--- src/rtl/bcd_digit_mul_if.sv ---
// Operand/product bundle between the BCD multiplier, its operand source and the accumulator.
// ERR exists only when BCD_CHECK_EN is defined.
interface bcd_digit_mul_if;
    logic [3:0] a;
    logic [3:0] b;
    logic       start;
    logic       ready;
    logic [3:0] il;
    logic [3:0] ih;
    logic       pv;
    logic       last;
`ifdef BCD_CHECK_EN
    logic       err;

    modport master (output a, b, start, input ready, il, ih, pv, last, err);
    modport slave  (input a, b, start, output ready, il, ih, pv, last, err);
`else
    modport master (output a, b, start, input ready, il, ih, pv, last);
    modport slave  (input a, b, start, output ready, il, ih, pv, last);
`endif
endinterface

--- src/rtl/bcd_digit_mul.sv ---
// Single-digit BCD multiplier by repeated decimal addition; product pulsed one cycle on IL/IH (zero otherwise).
// Latency: PV in the cycle after edge t+B+1 for START accepted on edge t; START is only sampled while READY=1.
// Optional BCD_CHECK_EN: non-BCD operands short-circuit to a zero product flagged with ERR.
module bcd_digit_mul #(
    parameter int unsigned N = 3
) (
    input  logic          clk_i,
    input  logic          clr_ni,
    bcd_digit_mul_if.slave bus
);

    localparam logic [3:0] LAST_IDX = 4'(N - 1);

    typedef enum logic [1:0] {
        S_IDLE,
        S_MUL,
        S_OUT
    } state_t;

    state_t     state_q;
    logic [3:0] ra_q;
    logic [3:0] rb_q;
    logic [3:0] pl_q;
    logic [3:0] ph_q;
    logic [3:0] cnt_q;
    logic       ready_q;
    logic [3:0] il_q;
    logic [3:0] ih_q;
    logic       pv_q;
    logic       last_q;
`ifdef BCD_CHECK_EN
    logic       err_pend_q;
    logic       err_q;
    logic       bad_in;
`endif

    logic [4:0] sum_d;
    logic [3:0] pl_d;
    logic [3:0] ph_d;
    logic [3:0] rb_d;
    logic       last_elem;

    always_comb begin
        sum_d     = {1'b0, pl_q} + {1'b0, ra_q};
        pl_d      = sum_d[3:0];
        ph_d      = ph_q;
        // Decimal carry: a units sum above 9 wraps and bumps the tens digit.
        if (sum_d > 5'd9) begin
            pl_d = 4'(sum_d - 5'd10);
            ph_d = ph_q + 4'd1;
        end
        rb_d      = rb_q - 4'd1;
        last_elem = (cnt_q == LAST_IDX);
    end

`ifdef BCD_CHECK_EN
    assign bad_in = (bus.a > 4'd9) || (bus.b > 4'd9);
`endif

    always_ff @(posedge clk_i) begin
        if (!clr_ni) begin
            state_q    <= S_IDLE;
            ra_q       <= '0;
            rb_q       <= '0;
            pl_q       <= '0;
            ph_q       <= '0;
            cnt_q      <= '0;
            ready_q    <= 1'b1;
            il_q       <= '0;
            ih_q       <= '0;
            pv_q       <= 1'b0;
            last_q     <= 1'b0;
`ifdef BCD_CHECK_EN
            err_pend_q <= 1'b0;
            err_q      <= 1'b0;
`endif
        end else begin
            // Outputs default to zero so the accumulator sees data only on PV.
            pv_q   <= 1'b0;
            il_q   <= '0;
            ih_q   <= '0;
            last_q <= 1'b0;
`ifdef BCD_CHECK_EN
            err_q  <= 1'b0;
`endif
            case (state_q)
                S_IDLE: begin
                    if (bus.start) begin
                        ready_q <= 1'b0;
`ifdef BCD_CHECK_EN
                        if (bad_in) begin
                            err_pend_q <= 1'b1;
                            state_q    <= S_OUT;
                        end else begin
                            err_pend_q <= 1'b0;
                            ra_q       <= bus.a;
                            rb_q       <= bus.b;
                            pl_q       <= '0;
                            ph_q       <= '0;
                            state_q    <= (bus.b != 4'd0) ? S_MUL : S_OUT;
                        end
`else
                        ra_q    <= bus.a;
                        rb_q    <= bus.b;
                        pl_q    <= '0;
                        ph_q    <= '0;
                        state_q <= (bus.b != 4'd0) ? S_MUL : S_OUT;
`endif
                    end
                end
                S_MUL: begin
                    pl_q <= pl_d;
                    ph_q <= ph_d;
                    rb_q <= rb_d;
                    if (rb_q == 4'd1) begin
                        state_q <= S_OUT;
                    end
                end
                S_OUT: begin
                    pv_q    <= 1'b1;
                    last_q  <= last_elem;
                    cnt_q   <= last_elem ? 4'd0 : cnt_q + 4'd1;
                    state_q <= S_IDLE;
                    ready_q <= 1'b1;
`ifdef BCD_CHECK_EN
                    err_q      <= err_pend_q;
                    err_pend_q <= 1'b0;
                    il_q       <= err_pend_q ? 4'd0 : pl_q;
                    ih_q       <= err_pend_q ? 4'd0 : ph_q;
`else
                    il_q    <= pl_q;
                    ih_q    <= ph_q;
`endif
                end
                default: begin
                    state_q <= S_IDLE;
                    ready_q <= 1'b1;
                end
            endcase
        end
    end

    assign bus.ready = ready_q;
    assign bus.il    = il_q;
    assign bus.ih    = ih_q;
    assign bus.pv    = pv_q;
    assign bus.last  = last_q;
`ifdef BCD_CHECK_EN
    assign bus.err   = err_q;
`endif

endmodule

--- src/flat_wrapper.sv ---
// flat-port wrapper written by rule: the top's interface ports become plain ports
module bcd_digit_mul_flat 
#(
    parameter int unsigned N = 3
)
  (clk_i, clr_ni, bus_a, bus_b, bus_start, bus_ready, bus_il, bus_ih, bus_pv, bus_last);
  bcd_digit_mul_if bus_i ();
  input  logic clk_i;
  input  logic clr_ni;
  input wire logic [$bits(bus_i.a)-1:0] bus_a;
  input wire logic [$bits(bus_i.b)-1:0] bus_b;
  input wire logic [$bits(bus_i.start)-1:0] bus_start;
  output wire logic [$bits(bus_i.ready)-1:0] bus_ready;
  output wire logic [$bits(bus_i.il)-1:0] bus_il;
  output wire logic [$bits(bus_i.ih)-1:0] bus_ih;
  output wire logic [$bits(bus_i.pv)-1:0] bus_pv;
  output wire logic [$bits(bus_i.last)-1:0] bus_last;
  assign bus_i.a = bus_a;
  assign bus_i.b = bus_b;
  assign bus_i.start = bus_start;
  assign bus_ready = bus_i.ready;
  assign bus_il = bus_i.il;
  assign bus_ih = bus_i.ih;
  assign bus_pv = bus_i.pv;
  assign bus_last = bus_i.last;
  bcd_digit_mul #(.N(N)) u_core (.clk_i(clk_i), .clr_ni(clr_ni), .bus(bus_i));
endmodule
--- config.mk ---
export PLATFORM = sky130hd
export DESIGN_NAME = bcd_digit_mul_flat
export DESIGN_NICKNAME = d
export VERILOG_FILES = /design/src/rtl/bcd_digit_mul_if.sv /design/src/rtl/bcd_digit_mul.sv /design/src/flat_wrapper.sv
export SDC_FILE = /design/constraint.sdc
export NUM_CORES = 1
export LEC_CHECK = 0
export BUFFER_PORTS_ARGS = -buffer_cell sky130_fd_sc_hd__buf_4
export CAP_MARGIN = 20
export CORE_MARGIN = 4
export CORE_UTILIZATION = 54
export DETAILED_ROUTE_END_ITERATION = 10
export PLACE_DENSITY = 0.78
export REMOVE_ABC_BUFFERS = 1
export SLEW_MARGIN = 20
export SYNTH_ARGS = -nofsm -noshare
export SYNTH_HDL_FRONTEND = slang
export SYNTH_SLANG_ARGS = --single-unit
export TNS_END_PERCENT = 20
--- constraint.sdc ---
create_clock -name clk_i -period 5.85 [get_ports clk_i]
set_input_delay 0.2925 -clock clk_i [delete_from_list [all_inputs] [get_ports clk_i]]
set_output_delay 0.2925 -clock clk_i [all_outputs]
set_load 0.01 [all_outputs]
# --- After elaboration in Yosys (flattened, before gate mapping) ---
# Cells that the tools add are included.
word_totals:
  reg_bits: 33
  latch_bits: 0
  mem_bits_rw: 0
  mem_bits_ro: 0
  inputBits: 11
  output_inout_bits: 11
  wordCells: 49
  memories: 0
op_classes:
  n_addsub: 5
  mul: 0
  div: 0
  n_lt_le_gt_ge: 1
  eq_ne: 7
  shift: 0
  muxes: 15
  n_bitwise: 1
  n_reduce_logical: 9
op_table:
  columns: ["cell", "count"]
  rows:
  - ["case mux 4 bit (2 select lines)", 3]
  - ["two-way mux 4 bit", 5]
  - ["AND reduction 2 bit", 5]
  - ["adder 4 x 1 -> 4 bit (second input constant)", 2]
  - ["two-way mux 2 bit", 3]
  - ["adder 4 x 4 -> 5 bit", 1]
  - ["> comparator 5 x 4 -> 1 bit (second input constant)", 1]
  - ["== test 4 x 1 -> 1 bit (second input constant)", 1]
  - ["== test 4 x 2 -> 1 bit (second input constant)", 1]
  - ["inequality test 2 x 1 -> 1 bit (second input constant)", 2]
  - ["case mux 2 bit (2 select lines)", 1]
  - ["nonzero test 4 bit", 1]
  - ["subtractor 4 x 1 -> 4 bit (second input constant)", 1]
  - ["subtractor 4 bit (second input constant)", 1]
  - ["AND reduction 3 bit", 1]
  - ["== test 2 x 1 -> 1 bit (second input constant)", 1]
  - ["== test 2 bit (second input constant)", 1]
  - ["logical NOT 2 bit", 1]
  - ["two-way mux 1 bit", 2]
  - ["inequality test 2 bit (second input constant)", 1]
  - ["case mux 1 bit (2 select lines)", 1]
  - ["nonzero test 2 bit", 1]
  - ["inverter 1 bit", 1]

# --- Logic depth before layout (Yosys ltp) ---
logic_depth:
  ltp_word: 4
  depth_mapped: 10
  depth_no_buf: 10

# --- Least setup slack after synthesis ---
# No wires, ideal clock.
synth_path:
  path_type: "flip-flop to flip-flop"
  startpoint: "reg u_core.pl_q[0]"
  endpoint: "reg u_core.ph_q[3]"
  arrival_time_ns: 2.208
  required_ns: 5.731
  path_slack_ns: 3.523
  stages_incl_launch_ff: 11
  synth_period_minus_slack_ns: 2.327
  cell_sequence: "dfxtp_1 -> ha_1 -> inv_1 -> fa_1 -> xor2_2 -> ha_1 -> nor2b_1 -> a31o_4 -> o31ai_4 -> nand3_1 -> mux2i_1"
synth_via:
  elab_chain_cells: 4
synth_lines:
  columns: ["element", "line", "text"]
  rows:
  - ["from (decl)", "bcd_digit_mul.sv:23", "logic [3:0] pl_q;"]
  - ["from (signal assigned)", "bcd_digit_mul.sv:112", "pl_q <= pl_d;"]
  - ["adder 4 x 4 -> 5 bit", "bcd_digit_mul.sv:44", "sum_d = {1'b0, pl_q} + {1'b0, ra_q};"]
  - ["> comparator 5 x 4 -> 1 bit", "bcd_digit_mul.sv:48", "if (sum_d > 5'd9) begin"]
  - ["inequality test 2 x 1 -> 1 bit (no source line)", null, null]
  - ["AND reduction 3 bit (no source line)", null, null]
  - ["to (signal assigned)", "bcd_digit_mul.sv:113", "ph_q <= ph_d;"]
  - ["to (decl)", "bcd_digit_mul.sv:24", "logic [3:0] ph_q;"]
# No other way between the ends.
# A chain may end at the register's enable or synchronous reset.

# --- Worst setup path in the final report ---
layout_path:
  startpoint: "reg u_core.pl_q[0]"
  endpoint: "reg u_core.ph_q[1]"
# Same word-level chain as after synthesis.

==> reports/qor.csv <==
metric,value,unit
hpwl,2110,um
tritoncts,yes,
synth_warnings,0,
design_area,1790,um2
ctsResizeCount,0,
drive_gt1_share,17.5,%
required,6070,ps
yosys_most_used_dff,dfxtp_1,
first_pass_iters,4,
clk_latency,330,ps
outcome,"finished, final reports clean",
fin_skew,12.3,ps
seq_area_frac_synth,41.8,%
wl_per_cell,12.9,um
synthesis.area,1580,um2
grt_overflow,0,
cp_max_fo,5,
hold_path_depth,3,
grt_max_degree,39,
synthTopCellsByArea,"dfxtp_1, ha_1, and3_1",
synthCells,174,
area_delta_synth_final,13.5,%
critPathTopFamily,adder cells,
cts_buffers,5,
clkSinkCount,33,
crit_path_end_kind,flop,
cts_setup_buffers,0,
ff2ff_path_depth,10,
grtUsageTotal,17.5,%
cp.arrival,2710,ps
die-area,3850,um2
cp_slowest_cell,fa_1,
drcViolationCount,0,
path_clk_slew,110,ps
leakagePower,0.794,nW
first_iter_violations,31,
io_buffers,21,
min_to,u_core.ra_q[2],
finalHoldViolCount,0,
via_per_inst,5.63,
worstSetupPathType,reg2reg,
cts_hold_buf,0,
die_w,62.1,um
hp-class,in2reg,
nets,213,
r2r-start,u_core.pl_q[0],
start_kind,flop,
antenna_cells,0,
cts_buffer_depth,2,
rows,19,
min_from,bus_a[2],
die_h,62.1,um
dp_cells,217,
min_period_over_period,42.7,%
syn_area_per_cell,9.07,um2
initial_core_util,56.8,%
grt_pass1_wl,4930,um
synth_largest_area_cell,dfxtp_1,
setup_viol,0,
final_cells,225,
yosysTopAreaCellShare,41.8,%
slew-limit-headroom,52.4,%
synth-edff-count,0,
r2r_setup_slack,3350,ps
ant_nets,0,
h-tree-depth,2,
routabilityCongestion,0.873,
slew_violations,0,
fmax,400,MHz
core,2780,um2
critPathMaxStageDelay,420,ps
crit_chain,"ha_1, inv_1, fa_1, xor2_2, ha_1, nor2b_1, a31o_4, o31ai_4, nand2_2, mux2i_1",
async_reset_ff_share,0,%
root_buffer,clkbuf_4,
rsz0062_at_grt,no,
r2r-end,u_core.ph_q[1],
boundaryPins,22,
ys_types,44,
routed_wl,2900,um
critical_path_buf_inv_count,1,
fin_util,64.4,%
placed_cell_area,1740,um2
tns,0,ps
grt_antenna_before_repair,0,
grt_pass1_vias,1164,
p_per_area,249,nW/um2
critPathLaunch,u_core.pl_q[0],
tightestPinTransition,712,ps
path_common_cell,ha_1,
vdd_drop_max,0.000235,V
finalCriticalPeriod,2500,ps
max_cap_viol_count,0,
ys_seq_elements,33,
via_count,1267,
==> layout make-up <==
cell class / instances / area [um2]
clock buffer: 6 / 41.3
clock inverter: 2 / 10.0
fill: 232 / 990
inverter: 7 / 26.3
multi-input combinational: 125 / 857
sequential: 33 / 661
tap: 31 / 38.8
timing repair buffer: 21 / 158
==> per-layer routing <==
layer  share of wire (%)  global-route usage, %  wire length [um]
met5                   0                      0                 0
met4                 2.3                   9.09                66
met3                 5.6                   4.96               163
met2                  46                   28.4              1320
met1                  46                   21.0              1350
==> how the worst max path moves through the flow <==
stage	end	slack [ps]	cells after the start
floorplan	u_core.ph_q[3]	3520	10
global placement	u_core.ph_q[3]	3470	10
detailed placement	u_core.ph_q[2]	3390	10
CTS	u_core.ph_q[1]	3350	10
global route	u_core.ph_q[1]	3200	10
finish	u_core.ph_q[1]	3350	10
==> state kept, by name, indices dropped and copies added, names as in the netlist <==
| register | count |
|---|---|
| u_core.ra_q | 4 |
| u_core.cnt_q | 4 |
| u_core.bus.pv | 1 |
| u_core.bus.ih | 4 |
| u_core.ph_q | 4 |
| u_core.state_q | 2 |
| u_core.bus.last | 1 |
| u_core.pl_q | 4 |
| u_core.rb_q | 4 |
| u_core.bus.ready | 1 |
| u_core.bus.il | 4 |
==> per-stage QoR <==
stage | setup WS (ps) | total power, W | hold WS, ps
after floorplan | 3520 | 0.000305 | 376
after global placement | 3470 | 0.000326 | 452
after detailed placement | 3390 | 0.000329 | 455
after CTS | 3350 | 0.000450 | 186
after global routing | 3200 | 0.000472 | 194
final | 3350 | 0.000446 | 196
==> cells in the final DEF, fill, tap and decap left out, drive strengths merged, types with 2 or more instances in the layout <==
cell,netlist,final
clkbuf,7,6
nor2,11,11
dfxtp,33,33
a21boi,6,6
and2,4,4
inv,7,7
xor2,2,2
mux2i,5,5
nand3b,3,3
ha,8,8
nand4,2,2
clkinv,0,2
o21ai,2,2
nand3,12,12
nor2b,3,3
buf,2,21
o2bb2ai,2,2
a21oi,9,9
nand2b,6,6
nand2,17,17
o221a,2,2
xnor2,2,2
or2,2,2
o31ai,2,2
and3,10,10
==> cell families (layout without fill, tap and decap cells) <==
logic type / count (synthesis) / after routing / share of synthesized area (%)
xor+xnor: 4 / 4 / 2.69
compound gates: 32 / 32 / 15.7
fa+ha+maj: 9 / 9 / 7.61
flops: 33 / 33 / 41.8
simple gates: 75 / 75 / 25.1
buf+inv: 16 / 36 / 3.88
mux: 5 / 5 / 3.17
==> cells in the mapped netlist, types with 2 or more instances <==
| cell type | n |
|---|---|
| a21boi_1 | 6 |
| a21oi_1 | 9 |
| and2_1 | 4 |
| and3_1 | 10 |
| clkbuf_1 | 7 |
| dfxtp_1 | 33 |
| ha_1 | 8 |
| inv_1 | 7 |
| mux2i_1 | 5 |
| nand2_1 | 16 |
| nand2b_1 | 6 |
| nand3_1 | 12 |
| nand3b_1 | 3 |
| nand4_1 | 2 |
| nor2_1 | 11 |
| nor2b_1 | 3 |
| o21ai_1 | 2 |
| o2bb2ai_1 | 2 |
| or2_1 | 2 |
| xnor2_1 | 2 |
==> worst register-to-register path: stages (launching register included) <==
cell and delay, ps:
dfxtp_1 370, ha_1 170, inv_1 50, fa_1 420
xor2_2 220, ha_1 240, nor2b_1 140, a31o_4 220
o31ai_4 280, nand2_2 140, mux2i_1 130
==> power breakdown <==
group	switching (W)	total (W)	internal [W]	leakage [nW]
Combinational	0.0000420	0.0000781	0.0000360	0.493
Clock	0.0000759	0.000122	0.0000458	0.0320
Sequential	0.0000111	0.000246	0.000235	0.268
Total	0.000129	0.000446	0.000317	0.794
No activity file was read; power rests on OpenSTA's default activity.
